**config.mk**
```make
export PLATFORM = sky130hd
export DESIGN_NAME = alu_rr_scheduler
export DESIGN_NICKNAME = d
export VERILOG_FILES = /design/src/rtl/alu_sched_pkg.sv /design/src/rtl/rr_pick.sv /design/src/rtl/alu_rr_scheduler.sv
export SDC_FILE = /design/constraint.sdc
export NUM_CORES = 1
export LEC_CHECK = 0
export ABC_AREA = 1
export CORE_AREA = 3 3 189 191
export CTS_CLUSTER_SIZE = 25
export DETAILED_ROUTE_END_ITERATION = 16
export DIE_AREA = 0 0 192 194
export GPL_TIMING_DRIVEN = 0
export PLACE_DENSITY = 0.61
export SYNTH_ARGS = -nofsm -noshare
export SYNTH_HDL_FRONTEND = slang
export SYNTH_SLANG_ARGS = --single-unit
```
**constraint.sdc**
```tcl
create_clock -name i_clk -period 9 [get_ports i_clk]
set_input_delay 2.7 -clock i_clk [delete_from_list [all_inputs] [get_ports i_clk]]
set_output_delay 2.7 -clock i_clk [all_outputs]
set_load 0.1 [all_outputs]
```
**src/rtl/alu_sched_pkg.sv**
```systemverilog
// Shared constants, types and helpers for the round-robin ALU scheduler.
// Optional perf counters in alu_rr_scheduler are enabled with ALU_SCHED_PERF_EN.
package alu_sched_pkg;

    localparam int unsigned DATA_W  = 32;
    localparam int unsigned SEL_W   = 4;
    localparam int unsigned STATE_W = 2;

    localparam logic [SEL_W-1:0] ALU_AND = 4'b0000;
    localparam logic [SEL_W-1:0] ALU_OR  = 4'b0001;
    localparam logic [SEL_W-1:0] ALU_ADD = 4'b0010;
    localparam logic [SEL_W-1:0] ALU_SUB = 4'b0110;
    localparam logic [SEL_W-1:0] ALU_SLT = 4'b0111;
    localparam logic [SEL_W-1:0] ALU_MUL = 4'b0011;

    localparam logic [STATE_W-1:0] ST_IDLE = 2'd0;
    localparam logic [STATE_W-1:0] ST_EXEC = 2'd1;
    localparam logic [STATE_W-1:0] ST_RESP = 2'd2;

    typedef struct packed {
        logic [DATA_W-1:0] op1;
        logic [DATA_W-1:0] op2;
        logic [SEL_W-1:0]  sel;
    } alu_req_t;

    function automatic logic sel_is_legal(input logic [SEL_W-1:0] sel);
        case (sel)
            ALU_AND, ALU_OR, ALU_ADD, ALU_SUB, ALU_SLT, ALU_MUL: return 1'b1;
            default:                                             return 1'b0;
        endcase
    endfunction

endpackage

```
**src/rtl/rr_pick.sv**
```systemverilog
// Combinational round-robin picker: first valid requester after ptr, with wrap.
module rr_pick #(
    parameter int unsigned NREQ = 4,
    parameter int unsigned IDW  = $clog2(NREQ)
) (
    input  logic [NREQ-1:0] valid,
    input  logic [IDW-1:0]  ptr,
    output logic [NREQ-1:0] grant,
    output logic [IDW-1:0]  idx,
    output logic            any
);

    int unsigned     k;
    logic [IDW-1:0]  k_idx;

    always_comb begin
        grant = '0;
        idx   = '0;
        any   = 1'b0;
        k     = 0;
        k_idx = '0;
        for (int unsigned i = 1; i <= NREQ; i++) begin
            k     = (32'(ptr) + i) % NREQ;
            k_idx = IDW'(k);
            if (!any && valid[k_idx]) begin
                grant[k_idx] = 1'b1;
                idx          = k_idx;
                any          = 1'b1;
            end
        end
    end

endmodule

```
**src/rtl/alu_rr_scheduler.sv**
```systemverilog
// Shares one combinational ALU among NREQ requesters with round-robin arbitration.
// Define ALU_SCHED_PERF_EN to build the op/stall performance counters.
module alu_rr_scheduler
    import alu_sched_pkg::*;
#(
    parameter int unsigned NREQ = 4,
    parameter int unsigned IDW  = $clog2(NREQ)
) (
    input  logic                 i_clk,
    input  logic                 i_rst,
    input  logic [NREQ-1:0]      i_req_valid,
    output logic [NREQ-1:0]      o_req_ready,
    input  logic [32*NREQ-1:0]   i_req_op1,
    input  logic [32*NREQ-1:0]   i_req_op2,
    input  logic [4*NREQ-1:0]    i_req_sel,
    output logic [31:0]          o_alu_op1,
    output logic [31:0]          o_alu_op2,
    output logic [3:0]           o_alu_sel,
    input  logic [31:0]          i_alu_result,
    output logic                 o_rsp_valid,
    input  logic                 i_rsp_ready,
    output logic [IDW-1:0]       o_rsp_id,
    output logic [31:0]          o_rsp_data,
    output logic                 o_rsp_zero,
    output logic                 o_rsp_err,
    output logic [31:0]          o_perf_ops,
    output logic [31:0]          o_perf_stall
);

    logic [STATE_W-1:0] state;
    logic [STATE_W-1:0] state_nxt;
    logic [IDW-1:0]     ptr;
    logic [IDW-1:0]     pend_id;
    logic               pend_err;

    logic [NREQ-1:0]    pick_grant;
    logic [IDW-1:0]     pick_idx;
    logic               pick_any;

    logic               can_accept;
    logic               accept;
    logic               capture;
    logic               rsp_pop;
    alu_req_t           win;

    rr_pick #(.NREQ(NREQ), .IDW(IDW)) u_pick (
        .valid (i_req_valid),
        .ptr   (ptr),
        .grant (pick_grant),
        .idx   (pick_idx),
        .any   (pick_any)
    );

    // Winner payload: AND-OR mux over the one-hot grant
    always_comb begin
        win = '0;
        for (int unsigned k = 0; k < NREQ; k++) begin
            if (pick_grant[k]) begin
                win.op1 = i_req_op1[k*DATA_W +: DATA_W];
                win.op2 = i_req_op2[k*DATA_W +: DATA_W];
                win.sel = i_req_sel[k*SEL_W +: SEL_W];
            end
        end
    end

    always_ff @(posedge i_clk) begin
        if (i_rst) begin
            state <= ST_IDLE;
        end else begin
            state <= state_nxt;
        end
    end

    // A new grant is possible in IDLE, or in RESP on the cycle the response drains
    always_comb begin
        state_nxt  = state;
        can_accept = 1'b0;
        capture    = 1'b0;
        rsp_pop    = 1'b0;
        case (state)
            ST_IDLE: begin
                can_accept = 1'b1;
                if (pick_any) state_nxt = ST_EXEC;
            end
            ST_EXEC: begin
                capture   = 1'b1;
                state_nxt = ST_RESP;
            end
            ST_RESP: begin
                if (i_rsp_ready) begin
                    rsp_pop    = 1'b1;
                    can_accept = 1'b1;
                    state_nxt  = pick_any ? ST_EXEC : ST_IDLE;
                end
            end
            default: state_nxt = ST_IDLE;
        endcase
    end

    assign accept      = can_accept & pick_any;
    assign o_req_ready = can_accept ? pick_grant : '0;

    // Illegal selects are sequenced as ADD so the ALU never sees an undefined code
    always_ff @(posedge i_clk) begin
        if (i_rst) begin
            ptr         <= IDW'(NREQ - 1);
            pend_id     <= '0;
            pend_err    <= 1'b0;
            o_alu_op1   <= '0;
            o_alu_op2   <= '0;
            o_alu_sel   <= '0;
            o_rsp_valid <= 1'b0;
            o_rsp_id    <= '0;
            o_rsp_data  <= '0;
            o_rsp_zero  <= 1'b0;
            o_rsp_err   <= 1'b0;
        end else begin
            if (accept) begin
                ptr       <= pick_idx;
                pend_id   <= pick_idx;
                pend_err  <= ~sel_is_legal(win.sel);
                o_alu_op1 <= win.op1;
                o_alu_op2 <= win.op2;
                o_alu_sel <= sel_is_legal(win.sel) ? win.sel : ALU_ADD;
            end
            if (capture) begin
                o_rsp_valid <= 1'b1;
                o_rsp_id    <= pend_id;
                o_rsp_err   <= pend_err;
                o_rsp_data  <= pend_err ? '0 : i_alu_result;
                o_rsp_zero  <= pend_err | (i_alu_result == '0);
            end else if (rsp_pop) begin
                o_rsp_valid <= 1'b0;
            end
        end
    end

`ifdef ALU_SCHED_PERF_EN
    logic [31:0] perf_ops;
    logic [31:0] perf_stall;

    always_ff @(posedge i_clk) begin
        if (i_rst) begin
            perf_ops   <= '0;
            perf_stall <= '0;
        end else begin
            if (rsp_pop) perf_ops <= perf_ops + 32'd1;
            if (state == ST_RESP && !i_rsp_ready) perf_stall <= perf_stall + 32'd1;
        end
    end

    assign o_perf_ops   = perf_ops;
    assign o_perf_stall = perf_stall;
`else
    assign o_perf_ops   = '0;
    assign o_perf_stall = '0;
`endif

endmodule

```
# Word-level counts from Yosys, hierarchy flattened
# Cells that the tools add are included.
[op_classes] addsub=4 multipliers=0 div=0 n_lt_le_gt_ge=8 n_eq_ne=9 shift=0 n_mux=48 n_bitwise=6 n_reduce_logical=16
[op_table] op="two-way mux 68 bit" count=4
[op_table] op="logical NOT 32 bit" count=1
[op_table] op="two-way mux 32 bit" count=1
[op_table] op="two-way mux 4 bit" count=6
[op_table] op="two-way mux 1 bit" count=21
[op_table] op="less-than comparator 2 x 3 -> 1 bit, second input constant" count=4
[op_table] op="two-way mux 2 bit" count=6
[op_table] op="OR 4 bit" count=3
[op_table] op="binary-select mux 1 bit (select 2 bit)" count=4
[op_table] op="demux 1 bit (select 2 bit)" count=4
[op_table] op="== test 4 x 2 -> 1 bit, second input constant" count=2
[op_table] op="== test 4 x 3 -> 1 bit, second input constant" count=2
[op_table] op="greater-or-equal comparator 2 x 1 -> 1 bit, second input constant" count=4
[op_table] op="logical AND 1 bit" count=7
[op_table] op="case mux 2 bit (3 select lines)" count=1
[op_table] op="OR reduction 6 bit" count=1
[op_table] op="adder 2 x 1 -> 2 bit, second input constant" count=2
[op_table] op="adder 2 bit, second input constant" count=2
[op_table] op="== test 4 x 1 -> 1 bit, second input constant" count=1
[op_table] op="logical NOT 4 bit" count=1
[op_table] op="!= test 2 bit, second input constant" count=2
[op_table] op="logical NOT 1 bit" count=3
[op_table] op="== test 2 x 1 -> 1 bit, second input constant" count=1
[op_table] op="== test 2 bit, second input constant" count=1
[op_table] op="other kinds (7)" count=7
[word_totals] reg_bits=112 latchBits=0 mem_bits_rw=0 mem_bits_ro=0 inputBits=311 elab_cells=103 memories=0

# Depth between registers and ports, before layout
# Gate-level depths: netlist of run 1.
[logic_depth] ltp_word=23 mapped_depth=16 ltp_nobuf=16

# By module
# From an unflattened synthesis of run 1, not the netlist that was laid out.
[hier_totals] cells_unflattened=1000 hier_area_um2=6795.3
[by_module_without_submodules] mod="alu_rr_scheduler" instances=1 cells_per_inst=926 area_each_um2=6337.3 seq_area_each_um2=2242.2
[by_module_without_submodules] mod="rr_pick" instances=1 cells_per_inst=74 area_each_um2=457.9 seq_area_each_um2=0.0

# Least setup slack after synthesis of run 1
# No wires, ideal clock.
[synth_path] path_type="input to output" start="input i_req_valid[1]" end="output o_req_ready[3]" t_arrival_ns=4.435 required_ns=6.300 path_slack_ns=1.865 stages=13 cell_sequence="nand2_1 -> nand3_2 -> nand2_4 -> inv_2 -> nor2_4 -> nand2_1 -> inv_2 -> a21oi_2 -> nand2_4 -> buf_2 -> buf_2 -> nand2_1 -> inv_1"
[synth_between] elab_chain_len=13 word_cells_on_any_way=25 classes_between="mux: 16; bitwise: 3; reduce/logical: 6"
[synth_rtl] item="from (decl)" line_no="alu_rr_scheduler.sv:11" text="input logic [NREQ-1:0] i_req_valid,"
[synth_rtl] item="binary-select mux 1 bit (select 2 bit)" line_no="rr_pick.sv:25" text="if (!any && valid[k_idx]) begin"
[synth_rtl] item="two-way mux 1 bit (implied by the code)" line_no="rr_pick.sv:25"
[synth_rtl] item="two-way mux 1 bit" line_no="rr_pick.sv:25"
[synth_rtl] item="logical NOT 1 bit" line_no="rr_pick.sv:25"
[synth_rtl] item="logical AND 1 bit" line_no="rr_pick.sv:25"
[synth_rtl] item="two-way mux 1 bit" line_no="rr_pick.sv:25"
[synth_rtl] item="logical NOT 1 bit" line_no="rr_pick.sv:25"
[synth_rtl] item="logical AND 1 bit" line_no="rr_pick.sv:25"
[synth_rtl] item="two-way mux 1 bit" line_no="rr_pick.sv:25"
[synth_rtl] item="logical NOT 1 bit" line_no="rr_pick.sv:25"
[synth_rtl] item="logical AND 1 bit" line_no="rr_pick.sv:25"
[synth_rtl] item="two-way mux 4 bit (*)" line_no="rr_pick.sv:25"
[synth_rtl] item="two-way mux 4 bit (*)" line_no="alu_rr_scheduler.sv:101" text="assign o_req_ready = can_accept ? pick_grant : '0;"
[synth_rtl] item="to (decl)" line_no="alu_rr_scheduler.sv:12" text="output logic [NREQ-1:0] o_req_ready,"
# Every way passes the cells marked *; elsewhere a longest branch is shown, timed or not. The select of a mux whose other input is x is not followed.

# Worst setup path in the final report of run 1
# Same ends and word-level chain as after synthesis.

==> impl_metrics.py, run 1 <==
metrics = {
    "placed_design": {
        "gp_congestion": 0.922,
        "dp_hpwl_um": 29900,
        "numPortBuffers": 418,
        "dp_slack_ns": 0.313,
    },
    "worst_setup_path": {
        "r2r-start": "ptr[1]",
        "r2r_slack_ns": 5.11,
        "crit_fanout": 10,
        "end_kind": "output pin",
        "r2r_end": "pend_id[1]",
        "cp.arrival_ns": 5.97,
        "startpoint_type": "primary input",
        "reg2reg_depth": 12,
        "worst_ep_required_time_ns": 6.30,
        "crit_type": "primary input to output pin",
    },
    "power_and_ir_drop": {
        "power_density_mw_per_mm2": 453,
        "p_leak_nw": 4.86,
        "peakVddDrop_mv": 0.183,
        "p_clk_frac": 0.078,
        "p_int_mw": 2.09,
        "swShare": 0.622,
        "power_frac_comb": 0.786,
        "switching_power_mw": 3.43,
        "p_total_mw": 5.52,
        "p_seq_frac": 0.136,
    },
    "clocking": {
        "post_cts_buffers": 0,
        "hold_buffers": 0,
        "path_clk_slew_ns": 0.09,
        "numCtsBuffers": 9,
        "cts_resized": 0,
        "root_buffer": "clkbuf_16",
        "clock_sinks": 112,
        "cts_max_level": 3,
        "clk_latency_ns": 0.37,
        "cts_tree": "built",
        "clockBufferDepth": 2,
    },
    "sta": {
        "fin_crit_sh": 0.963,
        "clock.fmax_ghz": 0.115,
        "finalSetupTns_ns": 0,
        "relSlewSlack": 0.291,
        "finalHoldViolCount": 0,
        "timing.final.crit_period_ns": 8.67,
        "rsz0062_at_grt": "no",
        "skew_ns": 0.00963,
        "finalSetupViolCount": 0,
        "drv_slew": 0,
        "max_slew.worst_pin.slew_ns": 1.06,
        "worst_slack_ns": 0.331,
    },
    "layout": {
        "nets": 1791,
        "fillers": 3632,
        "ff_latch_area_sq_mm": 0.00224,
        "final_cell_mix": "clkdlybuf4s50_1, a21oi_1, nand2_1",
        "final_common_cell": "clkdlybuf4s50_1",
        "n_antenna_cell": 0,
        "final_util": 0.355,
        "drive_above_1_share": 0.101,
        "syn_to_final_growth_pct": 76.8,
        "multi_input_area_sq_mm": 0.00386,
    },
    "detailed_routing": {
        "vias": 8816,
        "wl_per_cell_um": 19.1,
        "drc": 0,
        "detail_route.vias_per_cell": 4.56,
        "ant_nets": 0,
        "drt-initial-drc-count": 425,
        "drt-total-wl_um": 37000,
        "firstDrtPassIters": 5,
    },
    "worst_hold_path": {
        "holdPathEnd": "o_alu_sel[3]",
        "hold_class": "register to register",
        "min-delay-start": "o_alu_sel[3]",
        "whs_path_depth": 2,
    },
    "synth": {
        "synth_seq_cells": 112,
        "syn_area_per_cell_sq_um": 7.03,
        "synth_area_sq_mm": 0.00689,
        "synth_warnings": 0,
        "seq_area_frac_synth": 0.325,
        "synthCells": 980,
        "synth_cell_types": 30,
    },
    "grt": {
        "grtUsageTotal": 0.188,
        "grt_pass1_wl_um": 53000,
        "grt_antenna_before_repair": 1,
        "grt_max_degree": 23,
        "gr-total-overflow": 0,
        "first_global_vias": 8814,
    },
    "run": {
        "maxCapViolCount": 0,
    },
    "die": {
        "dieArea_sq_mm": 0.0372,
        "io_pins": 484,
        "coreArea_sq_mm": 0.0343,
        "start_util": 0.201,
        "die_h_um": 194,
        "rows": 68,
        "die_w_um": 192,
    },
    "status": {
        "status": "finished, final reports clean",
    },
}
-- through the flow --
stage          std cells  instance area [sq um]  hold slack (ns)
2_1_floorplan       1043                   7130            0.442
3_3_place_gp        1916                  11900            0.435
3_5_place_dp        1916                  11900            0.441
4_1_cts             1932                  12200            0.453
5_1_grt             1932                  12200            0.479
6_report            1932                  12200            0.448
-- registers in the layout, summed over array words and instances, names as in the netlist --
signal,flops
o_alu_op1,32
o_alu_op2,32
o_rsp_data,32
o_alu_sel,4
o_rsp_id,2
pend_id,2
ptr,2
state,2
o_rsp_err,1
o_rsp_valid,1
o_rsp_zero,1
pend_err,1
-- worst max-delay path, stage by stage --
cell,delay [ns]
clkdlybuf4s50_1,0.49
nand2_1,0.09
nand3_2,0.13
nand2_4,0.11
nor2_4,0.20
nand2_1,0.08
nand2_1,0.08
a21oi_2,0.05
nand2_4,0.14
buf_2,0.32
buf_2,0.28
nand2_1,0.07
inv_1,0.07
clkdlybuf4s50_1,1.14
-- cell type report --
cell class / count / area share
clock buffers: 9 / 0.0185
plain buffers: 148 / 0.0762
inverters: 26 / 0.00801
clock inverters: 7 / 0.00626
repair buffers: 418 / 0.343
multi-input cells: 757 / 0.317
well taps: 455 / 0.0467
flip-flops and latches: 112 / 0.184
-- power by group through the flow --
stage	registers (mW)	logic (mW)	clock network, mW
CTS	0.751	4.36	0.449
finish	0.750	4.34	0.431
global placement	0.756	4.32	0
global route	0.769	4.65	0.466
floorplan	1.70	2.11	0
detailed placement	0.759	4.35	0
-- cell families (layout without fill, tap and decap cells) --
kind of cell    Yosys count  after routing  share of synthesized area
buf+inv                 174            608                      0.149
flops                   112            112                      0.325
fa+ha+maj                 8              8                     0.0145
compound gates          386            386                      0.308
simple gates            299            299                      0.202
other cells               1             64                   0.000544
-- routing by layer --
layer,vias up,GRT usage,routed length (um)
met4,2,0.0618,1070
met3,56,0.0555,3280
met1,4028,0.213,14200
met2,416,0.334,18400
met5,-,0,13
li1,4314,-,-
-- worst max-delay path by stage --
stage          slack, ns             end  cells after the start           start
2_1_floorplan       1.87  o_req_ready[3]                     13  i_req_valid[1]
3_3_place_gp        0.36  o_req_ready[3]                     14  i_req_valid[1]
3_5_place_dp        0.31  o_req_ready[3]                     14  i_req_valid[1]
4_1_cts             0.31  o_req_ready[3]                     14  i_req_valid[1]
5_1_grt             0.10  o_req_ready[3]                     13  i_req_valid[3]
6_report            0.33  o_req_ready[3]                     14  i_req_valid[1]
-- Yosys cell counts --
library cell	number	area [sq um]
inv_2	7	26.3
o211ai_1	67	503
conb_1	1	3.75
buf_2	25	125
a21boi_0	2	15.0
ha_1	8	100
or2_2	1	6.26
a21boi_1	3	22.5
nand2_1	149	559
nand3_2	6	60.1
nand3_1	109	546
clkbuf_1	33	124
buf_6	8	90.1
a211oi_1	1	7.51
inv_1	19	71.3
a21oi_1	239	1200
a21oi_2	3	26.3
or2_0	1	6.26
nand4_2	1	12.5
nor3_1	1	5.00
buf_4	75	563
nand4_1	6	37.5
dfxtp_1	112	2240
nor2_4	3	33.8
o21ai_0	71	355
nand2_2	1	6.26
buf_1	7	26.3
nor4_1	8	50.1
nor2_1	10	37.5
nand2_4	3	33.8
Note: power is estimated with default switching activity, not from simulation.
==> inputs of run 2 (changes only) <==
--- a/config.mk
+++ b/config.mk
@@ -6,12 +6,16 @@
 export NUM_CORES = 1
 export LEC_CHECK = 0
 export ABC_AREA = 1
-export CORE_AREA = 3 3 189 191
+export ABC_CLOCK_PERIOD_IN_PS = 9000
+export CELL_PAD_IN_SITES_DETAIL_PLACEMENT = 1
+export CELL_PAD_IN_SITES_GLOBAL_PLACEMENT = 2
+export CORE_MARGIN = 3
+export CORE_UTILIZATION = 18
 export CTS_CLUSTER_SIZE = 25
 export DETAILED_ROUTE_END_ITERATION = 16
-export DIE_AREA = 0 0 192 194
+export GPL_ROUTABILITY_DRIVEN = 0
 export GPL_TIMING_DRIVEN = 0
-export PLACE_DENSITY = 0.61
+export PLACE_DENSITY = 0.95
 export SYNTH_ARGS = -nofsm -noshare
 export SYNTH_HDL_FRONTEND = slang
 export SYNTH_SLANG_ARGS = --single-unit
==> run 2 against run 1 <==
Net effect:
- maximum frequency shrank 1.3%
- highest routed layer unchanged
- worst hold slack is essentially flat
- first-iteration DRC count shrank 25%
- sequential power is essentially flat
- utilization shrank 3.0 points
- worst setup slack lost 0.12 ns
- critical path depth shrank 1
- largest cell class unchanged
- non-clock buffer count is the same
- combinational power is essentially flat
- final cell count grew 3.0%
- flip-flop and latch count is the same
- cell area grew 0.60%
==> impl_metrics.py, run 2 (same netlist as run 1, synthesis figures left out) <==
metrics = {
    "status": {
        "status": "finished, final reports clean",
    },
    "clocking": {
        "post_cts_buffers": 0,
        "clk_latency_ns": 0.38,
        "cts_resized": 0,
        "clockBufferDepth": 2,
        "cts_max_level": 3,
        "path_clk_slew_ns": 0.09,
        "numCtsBuffers": 9,
        "cts_tree": "built",
        "clock_sinks": 112,
        "hold_buffers": 0,
        "root_buffer": "clkbuf_16",
    },
    "detailed_routing": {
        "wl_per_cell_um": 19.8,
        "ant_nets": 0,
        "drt-total-wl_um": 39400,
        "drc": 0,
        "drt-initial-drc-count": 318,
        "vias": 9025,
        "detail_route.vias_per_cell": 4.54,
        "firstDrtPassIters": 4,
    },
    "grt": {
        "grt_pass1_wl_um": 57800,
        "first_global_vias": 9525,
        "grt_antenna_before_repair": 3,
        "grtUsageTotal": 0.186,
        "grt_max_degree": 22,
        "gr-total-overflow": 0,
    },
    "run": {
        "maxCapViolCount": 0,
    },
    "sta": {
        "max_slew.worst_pin.slew_ns": 1.12,
        "skew_ns": 0.00881,
        "finalSetupTns_ns": 0,
        "clock.fmax_ghz": 0.114,
        "finalSetupViolCount": 0,
        "rsz0062_at_grt": "no",
        "relSlewSlack": 0.250,
        "timing.final.crit_period_ns": 8.79,
        "fin_crit_sh": 0.976,
        "finalHoldViolCount": 0,
        "whs_ns": 0.448,
        "drv_slew": 0,
    },
    "worst_setup_path": {
        "crit_type": "primary input to output pin",
        "startpoint_type": "primary input",
        "r2r-start": "ptr[0]",
        "r2r_slack_ns": 4.99,
        "crit_fanout": 11,
        "cp.arrival_ns": 6.09,
        "reg2reg_depth": 12,
        "end_kind": "output pin",
        "r2r_end": "pend_id[1]",
        "worst_ep_required_time_ns": 6.30,
    },
    "power_and_ir_drop": {
        "peakVddDrop_mv": 0.148,
        "power_density_mw_per_mm2": 452,
        "p_leak_nw": 4.86,
        "p_total_mw": 5.54,
    },
    "layout": {
        "nets": 1791,
        "syn_to_final_growth_pct": 77.8,
        "final_common_cell": "clkdlybuf4s50_1",
        "final_cell_mix": "clkdlybuf4s50_1, a21oi_1, nand2_1",
        "multi_input_area_sq_mm": 0.00386,
        "fillers": 4691,
        "final_cell_area_sq_mm": 0.0123,
        "reg_top3": "o_alu_op1 x32, o_alu_op2 x32, o_rsp_data x32",
        "ff_latch_area_sq_mm": 0.00224,
        "drive_above_1_share": 0.101,
    },
    "die": {
        "io_pins": 484,
        "dieArea_sq_mm": 0.0407,
        "die_h_um": 202,
        "coreArea_sq_mm": 0.0377,
        "rows": 71,
        "die_w_um": 202,
        "start_util": 0.183,
    },
    "worst_hold_path": {
        "holdPathEnd": "o_alu_sel[3]",
        "hold_class": "register to register",
        "whs_path_depth": 2,
        "min-delay-start": "o_alu_sel[3]",
    },
    "placed_design": {
        "numPortBuffers": 418,
        "dp_hpwl_um": 31700,
        "placed_area_sq_mm": 0.0120,
    },
}
run 2: critical path, cell delays in order:
cell	delay, ns
clkdlybuf4s50_1	0.44
inv_1	0.07
nand2_1	0.07
nand3_1	0.11
nand2_1	0.15
nor2_4	0.21
nand4_2	0.15
nand2_4	0.20
buf_2	0.34
buf_2	0.33
nand2_1	0.08
inv_1	0.09
clkdlybuf4s50_1	1.12
run 2: layer usage:
| metal | track usage | routed length, um | up-vias |
|---|---|---|---|
| met2 | 0.330 | 19800 | 371 |
| met4 | 0.0551 | 869 | 4 |
| li1 | - | - | 4325 |
| met3 | 0.0612 | 3270 | 50 |
| met5 | 0 | 27 | - |
| met1 | 0.212 | 15500 | 4275 |
run 2: report_power, final:
| part | internal (mW) | switching [mW] | total, mW |
|---|---|---|---|
| sequential | 0.656 | 0.0924 | 0.748 |
| clock | 0.197 | 0.229 | 0.426 |
| combinational | 1.23 | 3.14 | 4.37 |
run 2: area by class of cell:
class	count	share of cell area
Timing Repair Buffer	418	0.341
Clock inverter	7	0.00602
Sequential cell	112	0.183
Multi-Input combinational cell	757	0.315
Inverter	26	0.00796
Clock buffer	9	0.0184
Buffer	148	0.0758
Tap cell	511	0.0522
Antenna cell	2	0.000408
run 2: how the worst max path moves through the flow:
stage | start | to
after floorplan | i_req_valid[1] | o_req_ready[3]
after global placement | i_req_valid[2] | o_req_ready[3]
after detailed placement | i_req_valid[2] | o_req_ready[3]
after CTS | i_req_valid[2] | o_req_ready[3]
after global routing | i_req_valid[0] | o_req_ready[3]
final | i_req_valid[2] | o_req_ready[3]
run 2: metrics by stage:
step / util / std cells / worst slack [ns]
6_report: 0.325 / 1990 / 0.213
5_1_grt: 0.325 / 1988 / 0.00103
4_1_cts: 0.325 / 1988 / 0.167
3_5_place_dp: 0.317 / 1972 / 0.171
3_3_place_gp: 0.317 / 1972 / 0.250
2_1_floorplan: - / 1043 / 1.87
